$ cat config.mk
export PLATFORM = sky130hd
export DESIGN_NAME = johnson_seq_ctrl
export DESIGN_NICKNAME = d
export VERILOG_FILES = /design/src/rtl/johnson_pkg.sv /design/src/rtl/johnson_core.sv /design/src/rtl/johnson_seq_ctrl.sv
export SDC_FILE = /design/constraint.sdc
export NUM_CORES = 1
export LEC_CHECK = 0
export BUFFER_PORTS_ARGS = -buffer_cell sky130_fd_sc_hd__buf_2
export CORE_UTILIZATION = 59
export CTS_CLUSTER_SIZE = 30
export DETAILED_ROUTE_END_ITERATION = 12
export MAX_ROUTING_LAYER = met4
export PLACE_DENSITY = 0.84
export SLEW_MARGIN = 25
export SYNTH_ARGS = -nofsm -noshare
export SYNTH_HDL_FRONTEND = slang
export SYNTH_HIERARCHICAL = 1
export SYNTH_SLANG_ARGS = --single-unit
$ cat constraint.sdc
create_clock -name clk -period 5.4 [get_ports clk]
set_input_delay 1.08 -clock clk [delete_from_list [all_inputs] [get_ports clk]]
set_output_delay 1.08 -clock clk [all_outputs]
set_load 0.02 [all_outputs]
$ cat src/rtl/johnson_pkg.sv
// Shared encodings for the Johnson ring sequencer.
package johnson_pkg;

   typedef enum logic [1:0] {
      ST_IDLE   = 2'd0,
      ST_RUN    = 2'd1,
      ST_PAUSED = 2'd2
   } state_t;

   localparam logic DIR_FWD = 1'b0;
   localparam logic DIR_REV = 1'b1;

endpackage

$ cat src/rtl/johnson_core.sv
// Johnson (twisted-ring) register: synchronous clear, enabled advance in either direction.
module johnson_core
   import johnson_pkg::*;
#(
   parameter int unsigned WIDTH = 4
) (
   input  logic             clk,
   input  logic             reset,
   input  logic             clr,
   input  logic             en,
   input  logic             dir,
   output logic [WIDTH-1:0] out
);

   // clr wins over en so a restart always begins from the all-zero state
   always_ff @(posedge clk or posedge reset) begin
      if (reset) begin
         out <= '0;
      end else if (clr) begin
         out <= '0;
      end else if (en) begin
         if (dir == DIR_REV) out <= {~out[0], out[WIDTH-1:1]};
         else                out <= {out[WIDTH-2:0], ~out[WIDTH-1]};
      end
   end

endmodule

$ cat src/rtl/johnson_seq_ctrl.sv
// Run/pause/step/abort sequencer around a Johnson ring, with revolution counting,
// busy/done status and a decoded phase index.
module johnson_seq_ctrl
   import johnson_pkg::*;
#(
   parameter int unsigned WIDTH = 4,
   parameter int unsigned CNT_W = 8,
   parameter int unsigned PH_W  = 3
) (
   input  logic             clk,
   input  logic             reset,
   input  logic             start,
   input  logic             stop,
   input  logic             step,
   input  logic             dir,
   input  logic [CNT_W-1:0] num_rev,
   output logic [WIDTH-1:0] out,
   output logic [PH_W-1:0]  phase,
   output logic             busy,
   output logic             done
);

   state_t            state;
   logic [CNT_W-1:0]  rev_left;
   logic              clr_c;
   logic              adv_c;
   logic              wrap_c;
   logic [WIDTH-1:0]  nxt_c;
   int unsigned       ones_c;

   johnson_core #(.WIDTH(WIDTH)) u_core (
      .clk   (clk),
      .reset (reset),
      .clr   (clr_c),
      .en    (adv_c),
      .dir   (dir),
      .out   (out)
   );

   // Ring control: priority stop > start > step; a wrap is an advance landing on zero
   always_comb begin
      clr_c = 1'b0;
      adv_c = 1'b0;
      unique case (state)
         ST_IDLE:   clr_c = start;
         ST_RUN:    adv_c = !stop;
         ST_PAUSED: begin
            clr_c = stop;
            adv_c = step && !stop && !start;
         end
         default:   ;
      endcase
      if (dir == DIR_REV) nxt_c = {~out[0], out[WIDTH-1:1]};
      else                nxt_c = {out[WIDTH-2:0], ~out[WIDTH-1]};
      wrap_c = adv_c && (nxt_c == '0);
   end

   // Sequencer state, revolution counter and status flags
   always_ff @(posedge clk or posedge reset) begin
      if (reset) begin
         state    <= ST_IDLE;
         rev_left <= '0;
         busy     <= 1'b0;
         done     <= 1'b0;
      end else begin
         done <= 1'b0;
         unique case (state)
            ST_IDLE: begin
               if (start) begin
                  state    <= ST_RUN;
                  rev_left <= num_rev;
                  busy     <= 1'b1;
               end
            end
            ST_RUN: begin
               if (stop) state <= ST_PAUSED;
            end
            ST_PAUSED: begin
               if (stop) begin
                  state    <= ST_IDLE;
                  rev_left <= '0;
                  busy     <= 1'b0;
               end else if (start) begin
                  state <= ST_RUN;
               end
            end
            default: state <= ST_IDLE;
         endcase
         // rev_left == 0 during a run means free-run, so wraps are not counted
         if (wrap_c && (rev_left != '0)) begin
            rev_left <= rev_left - CNT_W'(1);
            if (rev_left == CNT_W'(1)) begin
               state <= ST_IDLE;
               busy  <= 1'b0;
               done  <= 1'b1;
            end
         end
      end
   end

   // Phase: k ones with msb clear is position k, otherwise 2*WIDTH-k
   always_comb begin
      ones_c = 0;
      for (int i = 0; i < int'(WIDTH); i++) ones_c = ones_c + 32'(out[i]);
      if (out[WIDTH-1]) phase = PH_W'(2 * WIDTH - ones_c);
      else              phase = PH_W'(ones_c);
   end

endmodule

# After elaboration in Yosys (flattened, before gate mapping)
# Index checks and enable logic that the tools add are counted.
[op_classes]
n_addsub = 5
mul = 0
div = 0
magnitude_cmp = 0
n_eq_ne = 5
shift = 0
n_mux = 23
n_bitwise = 2
reduce_logical = 12
[ops]
columns = ["operator", "count"]
rows = [
  ["$mux 8", 3],
  ["$pmux 8 s2", 1],
  ["$mux 4", 3],
  ["$mux 2", 5],
  ["$eq 8x1->1 const B", 1],
  ["$reduce_bool 8->1", 1],
  ["$sub 8x1->8 const B", 1],
  ["$mux 1", 6],
  ["$ne 3x3->1 const B", 2],
  ["$pmux 1 s2", 3],
  ["$pmux 2 s3", 1],
  ["$logic_and 1x1->1", 4],
  ["$logic_not 4->1", 1],
  ["$add 2x1->3", 1],
  ["$add 3x1->3", 1],
  ["$mux 3", 1],
  ["$reduce_and 3->1", 1],
  ["$reduce_bool 3->1", 1],
  ["$sub 1x3->3 const A", 1],
  ["$add 1x1->2", 1],
  ["$eq 2x1->1 const B", 1],
  ["$eq 2x2->1 const B", 1],
  ["$logic_not 1->1", 2],
  ["$logic_not 2->1", 1],
  ["2 further kinds", 3],
]
[totals]
ff_bits = 16
latchBits = 0
mem_bits_rw = 0
rom_bits = 0
in_bits = 14
mem_count = 0

# Depth between registers and ports, before layout
# Gate-level depths: netlist of the first run.
[logic_depth]
ltp_word = 8
depth_mapped = 9

# Modules after synthesis
# Netlist of the first run, hierarchy kept.
[modules_own_cells]
columns = ["module", "n_inst", "cells_each", "area_each_um2", "seq_area_each_um2"]
rows = [
  ["johnson_seq_ctrl", 1, 124, 1046.0, 300.3],
  ["johnson_core", 1, 20, 205.2, 100.1],
]

# Worst setup path after synthesis of the first run
# OpenSTA, ideal clock, no wires.
[synth_timing]
kind = "reg2out"
startpoint = "reg u_core.out[0]"
endpoint = "out phase[2]"
arrival_ns = 2.320
path_slack_ns = 2.000
path_stages_with_launch = 9
cell_sequence = "dfrtp_1 inv_1 fa_1 inv_1 ha_1 inv_1 ha_1 nand2b_1 xnor2_1"
[synth_between]
elab_chain_cells = 5
[synth_lines]
columns = ["item", "line_no", "source"]
rows = [
  ["from (decl)", "johnson_core.sv:12", "output logic [WIDTH-1:0] out"],
  ["from (signal assigned)", "johnson_core.sv:22", "if (dir == DIR_REV) out <= {~out[0], out[WIDTH-1:1]};"],
  ["from (signal assigned)", "johnson_core.sv:23", "else out <= {out[WIDTH-2:0], ~out[WIDTH-1]};"],
  ["$add 1x1->2 *", "johnson_seq_ctrl.sv:104", "for (int i = 0; i < int'(WIDTH); i++) ones_c = ones_c + 32'(out[i]);"],
  ["$add 2x1->3 *", "johnson_seq_ctrl.sv:104", ""],
  ["$add 3x1->3 *", "johnson_seq_ctrl.sv:104", ""],
  ["$sub 1x3->3", "johnson_seq_ctrl.sv:105", "if (out[WIDTH-1]) phase = PH_W'(2 * WIDTH - ones_c);"],
  ["$mux 3 *", "johnson_seq_ctrl.sv:105", ""],
  ["to (decl)", "johnson_seq_ctrl.sv:18", "output logic [PH_W-1:0] phase,"],
]
# Mark *: on every way between the ends. The rest lies on a longest branch, timed or not.

# Worst setup path after layout of the first run
# Same ends and word-level chain as after synthesis.

==> metrics, run 1 <==
outcome complete, no violations; Flop pwr share 30.8%; Worst Setup Start Kind flip-flop; initial core utilization 63.1%; area leader, netlist dfrtp_1; vias in the first global route 956; Final Slew Violations 0; DP Wirelength 1.97 mm; mapped cell area 0.00125 mm^2; DR pass1 iterations 4; top cell type's share of synthesized area 32.0%; Crit-path slowest cell fa_1; clock latency on the worst-skew pair 290 ps; post-CTS setup buffer count 0; Async SR Flop Fraction 100%; internal power 0.409 mW; cell depth of the worst setup path 10; register area share after synthesis 32.0%; Mean Syn Cell Area 8.69 um^2; CTS Hold Bufs 0; # nets final 193; WP data arrival 2530 ps; Final Hold Violating Endpoints 0; Comb pwr share 58.8%; Num CTS Buffers 3; GRT busiest layer met2; setup slack, reg-to-reg 2930 ps; clk buf depth 2; Critical path destination phase[2]; worst setup path startpoint u_core/out[0]$_DFFE_PP0P_; EDFF count, synth 0; CTS Root Cell clkbuf_4; CP required 4320 ps; Worst-Margin Slew 687 ps; # DRC 0; Crit path buffers/inverters 4; initial antenna violation count 0; CP Cell Sequence inv_1, fa_1, inv_1, ha_1, ha_1, inv_1, ha_1, nand2b_1, xnor2_1, buf_2; GRT met3 Usage 4.15%; Synth warnings 6; Area Growth Syn to Fin 13.4%; GPL Wtd Cong 0.837; post-synthesis adder-cell area fraction 11.6%; Crit Path Max Fanout 7; post-synth cell types 45; crit share post-route 66.9%; vias per inst 5.63; met1 Use GR 30.1%; clock network fraction of design power 10.4%; CP endpoint kind primary output; max cap viols 0; largest family of logic cells by synthesized area simple AND/OR/NAND/NOR gates; area share of xor/xnor cells in the synthesized design 0.700%; Fin Setup TNS 0 ps; mux contribution to synthesized area 4.40%; slowest stage delay, CP 540 ps; Worst R2R Path Depth 7; CTS tree yes; clock sink total 16; WL per Instance 13.1 um; Layout Utilization 71.6%; I/O pins 23; Mapped Cells 144; # H-tree levels 1; switching share of power 47.7%; initial DRC count 26; Main synth FF type dfrtp_1; synth cell count leaders nand2_1 (19), dfrtp_1 (16), inv_1 (15); post-CTS sizing 0; Reg-to-Reg End rev_left[3]$_DFFE_PP0P_; pin count of the biggest net entering global routing 20; Site Rows 16; Cell Area, Placed 0.00138 mm^2; P_sw 0.374 mW; Die Ht 48.1 um; Leakage 0.708 nW; VDD IR max 0.000341 V; layout cells sized above 1 20.4%; area of the die 0.00231 mm^2; Synth Area in Compound Gates 14.7%; Finish-stage setup viols 0; CORE AREA 0.00198 mm^2; grt ovf 0; RSZ-0062 raised after global routing false; #FFs+latches synth 16; worst setup path class reg -> out; ANT nets after route 0; clk slew on worst S/H paths 100 ps; FF-to-FF Start rev_left[0]$_DFFE_PP0P_; # diodes 0; GRT Total Usage 26.1%; Area contributors post-synth dfrtp_1 (32%), ha_1 (10%), nand2_1 (5.7%), inv_1 (4.5%), nor2_1 (4.2%); Rel. slew slack 54.1%; Hold Path Class reg -> reg; Fin Clk Skew 0.962 ps; fin crit period 3610 ps; DR vias 1092; PwrDens 552 mW/mm^2; Top Family by Delay on Critical Path adder cells; final WL 2.54 mm; Synth Area in Simple Gates 31.1%; die width 48.1 um; final instance area 0.00142 mm^2; M2 GR Usage 43.8%; first-pass GRT wire length 3.97 mm; most common cell in the netlist nand2_1; Post-Syn Nets 169; input/output buffers 22; FMAX 0.277 GHz
==> how the worst min path moves through the flow <==
stage	cells past startpoint	slack (ps)	to	start
5_1_grt	2	600	busy$_DFF_PP0_	busy$_DFF_PP0_
6_report	2	570	busy$_DFF_PP0_	busy$_DFF_PP0_
3_3_place_gp	2	540	busy$_DFF_PP0_	busy$_DFF_PP0_
4_1_cts	2	580	busy$_DFF_PP0_	busy$_DFF_PP0_
3_5_place_dp	2	560	busy$_DFF_PP0_	busy$_DFF_PP0_
2_1_floorplan	2	520	rev_left[7]$_DFFE_PP0P_	rev_left[7]$_DFFE_PP0P_
==> sequential cells by signal, indices dropped and copies added, names as in the netlist <==
signal      cells
rev_left        8
u_core/out      4
state           2
busy            1
done            1
==> cells by family after synthesis <==
kind of cell / after synthesis
mux: 5
compound gates: 26
xor+xnor: 1
simple gates: 67
fa+ha+maj: 11
flops: 16
buf+inv: 18
==> per-stage QoR <==
step | setup slack, ps | std cells | total power, mW | hold slack (ps)
2_1_floorplan | 2000 | 144 | 0.591 | 521
3_3_place_gp | 2220 | 190 | 0.675 | 541
3_5_place_dp | 2110 | 190 | 0.704 | 561
4_1_cts | 1780 | 194 | 0.785 | 575
5_1_grt | 1540 | 194 | 0.860 | 599
6_report | 1790 | 194 | 0.783 | 569
==> routing by layer <==
layer  routed length [um]  up-vias  part of all wire, %
met5                    0        -                    0
met4                   29        0                  1.1
met3                  127        6                  5.0
met2                 1310       33                   51
met1                 1080      507                   42
li1                     -      546                    -
==> power by group through the flow <==
| stage | sequential [mW] | combinational [mW] | clock (mW) |
|---|---|---|---|
| after global routing | 0.250 | 0.524 | 0.0867 |
| after global placement | 0.237 | 0.438 | 0 |
| after detailed placement | 0.242 | 0.462 | 0 |
| after floorplan | 0.248 | 0.343 | 0 |
| final | 0.241 | 0.460 | 0.0813 |
| after CTS | 0.240 | 0.464 | 0.0816 |
==> final cells by class <==
cell class	instances	area, um^2
Inverter	15	56.3
Fill cell	165	563
Tap cell	27	33.8
Clock buffer	4	36.3
Sequential cell	16	400
Timing Repair Buffer	22	110
Multi-Input combinational cell	110	782
==> worst min-delay path: cells and delay by family, from the launching register on <==
| kind | cells | cell delay, ps |
|---|---|---|
| AOI/OAI and AO/OA | 2 | 140 |
| DFF | 1 | 400 |
==> cell usage in the layout (no fill, tap or decap), drive strengths merged, types with 3 or more instances in the layout <==
master	count
nand2	19
nor2b	4
clkbuf	4
nor2	15
a21oi	4
mux2i	4
dfrtp	16
o21ai	6
inv	15
nor3	3
nand2b	5
ha	10
a21o	3
a211oi	4
buf	22
No activity file was read; power rests on OpenSTA's default activity.
==> run 2, diff against run 1 <==
- CORE_UTILIZATION: 59 -> 55
- PLACE_DENSITY: 0.84 -> 0.79
- clock period: 5.4 -> 3.6 ns (I/O delays scaled with it)
==> run 2 against run 1 <==
Effect of this change: clock power is 54% higher; sequential power rose by 51%; global-route usage decreased by 1.3 points; sequential share of layout area down 0.15 points; sequential cell count did not move; via count did not move; critical endpoint unchanged; largest cell class unchanged; largest power group unchanged.
==> metrics, run 2 (synthesized netlist as in run 1, its figures left out) <==
Layout Cells excl Fill 195 (+0.52%); Flop pwr share 30.6% (-0.2 points); input/output buffers 22 (unchanged); CTS tree yes; FF-to-FF Start state[0]$_DFF_PP0_; pin count of the biggest net entering global routing 13 (-35%); clk buf depth 2 (unchanged); setup slack, reg-to-reg 1300 ps (-1630 ps); most common cell after layout, fill and taps aside buf_2; Worst R2R Path Depth 7 (unchanged); biggest registers after layout rev_left: 8 flops, u_core/out: 4 flops, state: 2 flops; Area Growth Syn to Fin 14.0%; most frequent cells in the layout buf_2 (22), nand2_1 (19), dfrtp_1 (16); GPL Wtd Cong 0.874 (+4.4%); Reg-to-Reg End rev_left[3]$_DFFE_PP0P_; DR pass1 iterations 4 (unchanged); ANT nets after route 0 (unchanged); GRT Total Usage 24.7% (-1.3 points); Fin Setup TNS 0 ps (unchanged); met1 Use GR 29.2% (-0.89 points); DP Cell Count 191 (+0.53%); outcome complete, no violations; Hold Path Class in -> async; max cap viols 0 (unchanged); GRT busiest layer met2; CTS Hold Bufs 0 (unchanged); clock sink total 16 (unchanged); max reg flops 8 (unchanged); Final Slew Violations 0 (unchanged); initial core utilization 61.3% (-1.9 points); Num CTS Buffers 3 (unchanged); vias in the first global route 1051 (+9.9%); Worst Setup Start Kind flip-flop; final WL 2.62 mm (+3.0%); I/O pins 23 (unchanged); post-CTS setup buffer count 0 (unchanged); # DRC 0 (unchanged); WP data arrival 2520 ps (about the same); WL per Instance 13.4 um (+2.4%); CORE AREA 0.00204 mm^2 (+3.0%); Final Hold Violating Endpoints 0 (unchanged); clock network fraction of design power 10.5% (about the same); initial DRC count 16 (-38%); internal power 0.618 mW (+51%); worst setup path class reg -> out; Largest Register rev_left; RSZ-0062 raised after global routing false; layout cells sized above 1 20.8% (+0.47 points); FMAX 0.309 GHz; vias per inst 5.60 (-0.51%); post-CTS sizing 0 (unchanged); switching share of power 48.0% (+0.30 points); # H-tree levels 1 (unchanged); crit share post-route 90.0%; VDD IR max 0.000565 V (+66%); P_sw 0.572 mW (+53%); first-pass GRT wire length 4.47 mm (+13%); Comb pwr share 59.0% (+0.2 points); # diodes 0 (unchanged); Rel. slew slack 67.1% (+13 points); CP endpoint kind primary output; Site Rows 16 (unchanged); M2 GR Usage 41.0% (-2.8 points); grt ovf 0 (unchanged); clock latency on the worst-skew pair 300 ps (about the same); die width 49.7 um (+3.4%); CP required 2880 ps (-1440 ps); initial antenna violation count 0 (unchanged); PwrDens 834 mW/mm^2 (+51%); fin crit period 3240 ps; Fin Clk Skew 9.06 ps (+8.10 ps); # nets final 194 (+0.52%); Worst-Margin Slew 492 ps (-194 ps); Die Ht 49.7 um (+3.4%); Crit Path Max Fanout 10 (+3); clk slew on worst S/H paths 90 ps (about the same); Leakage 0.713 nW (+0.77%); CTS Root Cell clkbuf_4; DR vias 1092 (unchanged); area of the die 0.00247 mm^2 (+7.0%); DP Wirelength 1.99 mm (+0.91%); GRT met3 Usage 3.40% (-0.76 points); Finish-stage setup viols 0 (unchanged)
## run 2: changes by cell type in the layout (fill, tap and decap cells not counted)
cell | before | now
buf_4 | 0 | 1
## run 2: worst max path at each step
stage	from	end	slack, ps	cells after the start
2_1_floorplan	u_core/out[0]$_DFFE_PP0P_	phase[2]	560	8
3_3_place_gp	u_core/out[0]$_DFFE_PP0P_	phase[2]	780	10
3_5_place_dp	u_core/out[3]$_DFFE_PP0P_	phase[2]	680	10
4_1_cts	u_core/out[3]$_DFFE_PP0P_	phase[2]	360	10
5_1_grt	u_core/out[3]$_DFFE_PP0P_	phase[2]	190	10
6_report	u_core/out[3]$_DFFE_PP0P_	phase[2]	360	10
## run 2: routing by layer
layer | wire [um] | up-vias | part of all wire [%]
li1 | - | 551 | -
met4 | 79 | 0 | 3.0
met1 | 1200 | 493 | 46
met3 | 102 | 11 | 3.9
met2 | 1240 | 37 | 47
met5 | 0 | - | 0
## run 2: layout make-up
type	instances	area (um^2)
fill	168	616
tap	27	33.8
timing repair buffer	23	118
clock buffer	4	36.3
inverter	15	56.3
multi-input combinational	110	782
sequential	16	400
## run 2: per-stage QoR
step | hold WS, ps | worst slack (ps) | power (mW) | utilization (%) | cell area (um^2)
3_3_place_gp | 532 | 779 | 1.02 | 68.1 | 1390
5_1_grt | 291 | 192 | 1.30 | 69.9 | 1430
6_report | 294 | 359 | 1.19 | 69.9 | 1430
2_1_floorplan | 486 | 560 | 0.886 | - | 1250
4_1_cts | 294 | 361 | 1.19 | 69.9 | 1430
3_5_place_dp | 542 | 684 | 1.06 | 68.1 | 1390
## run 2: power by group through the flow
stage	registers, mW	logic, mW	clock network (mW)
after detailed placement	0.365	0.695	0
after global routing	0.378	0.786	0.135
after global placement	0.357	0.662	0
final	0.364	0.702	0.125
after CTS	0.361	0.703	0.126
after floorplan	0.372	0.514	0
## run 2: critical path, cell delays in order, from the launching register on
cell and delay, ps:
dfrtp_1 500, inv_1 100, fa_1 490, inv_1 50
ha_1 170, ha_1 260, inv_1 40, ha_1 170
nand2b_1 150, xnor2_1 130, buf_2 170
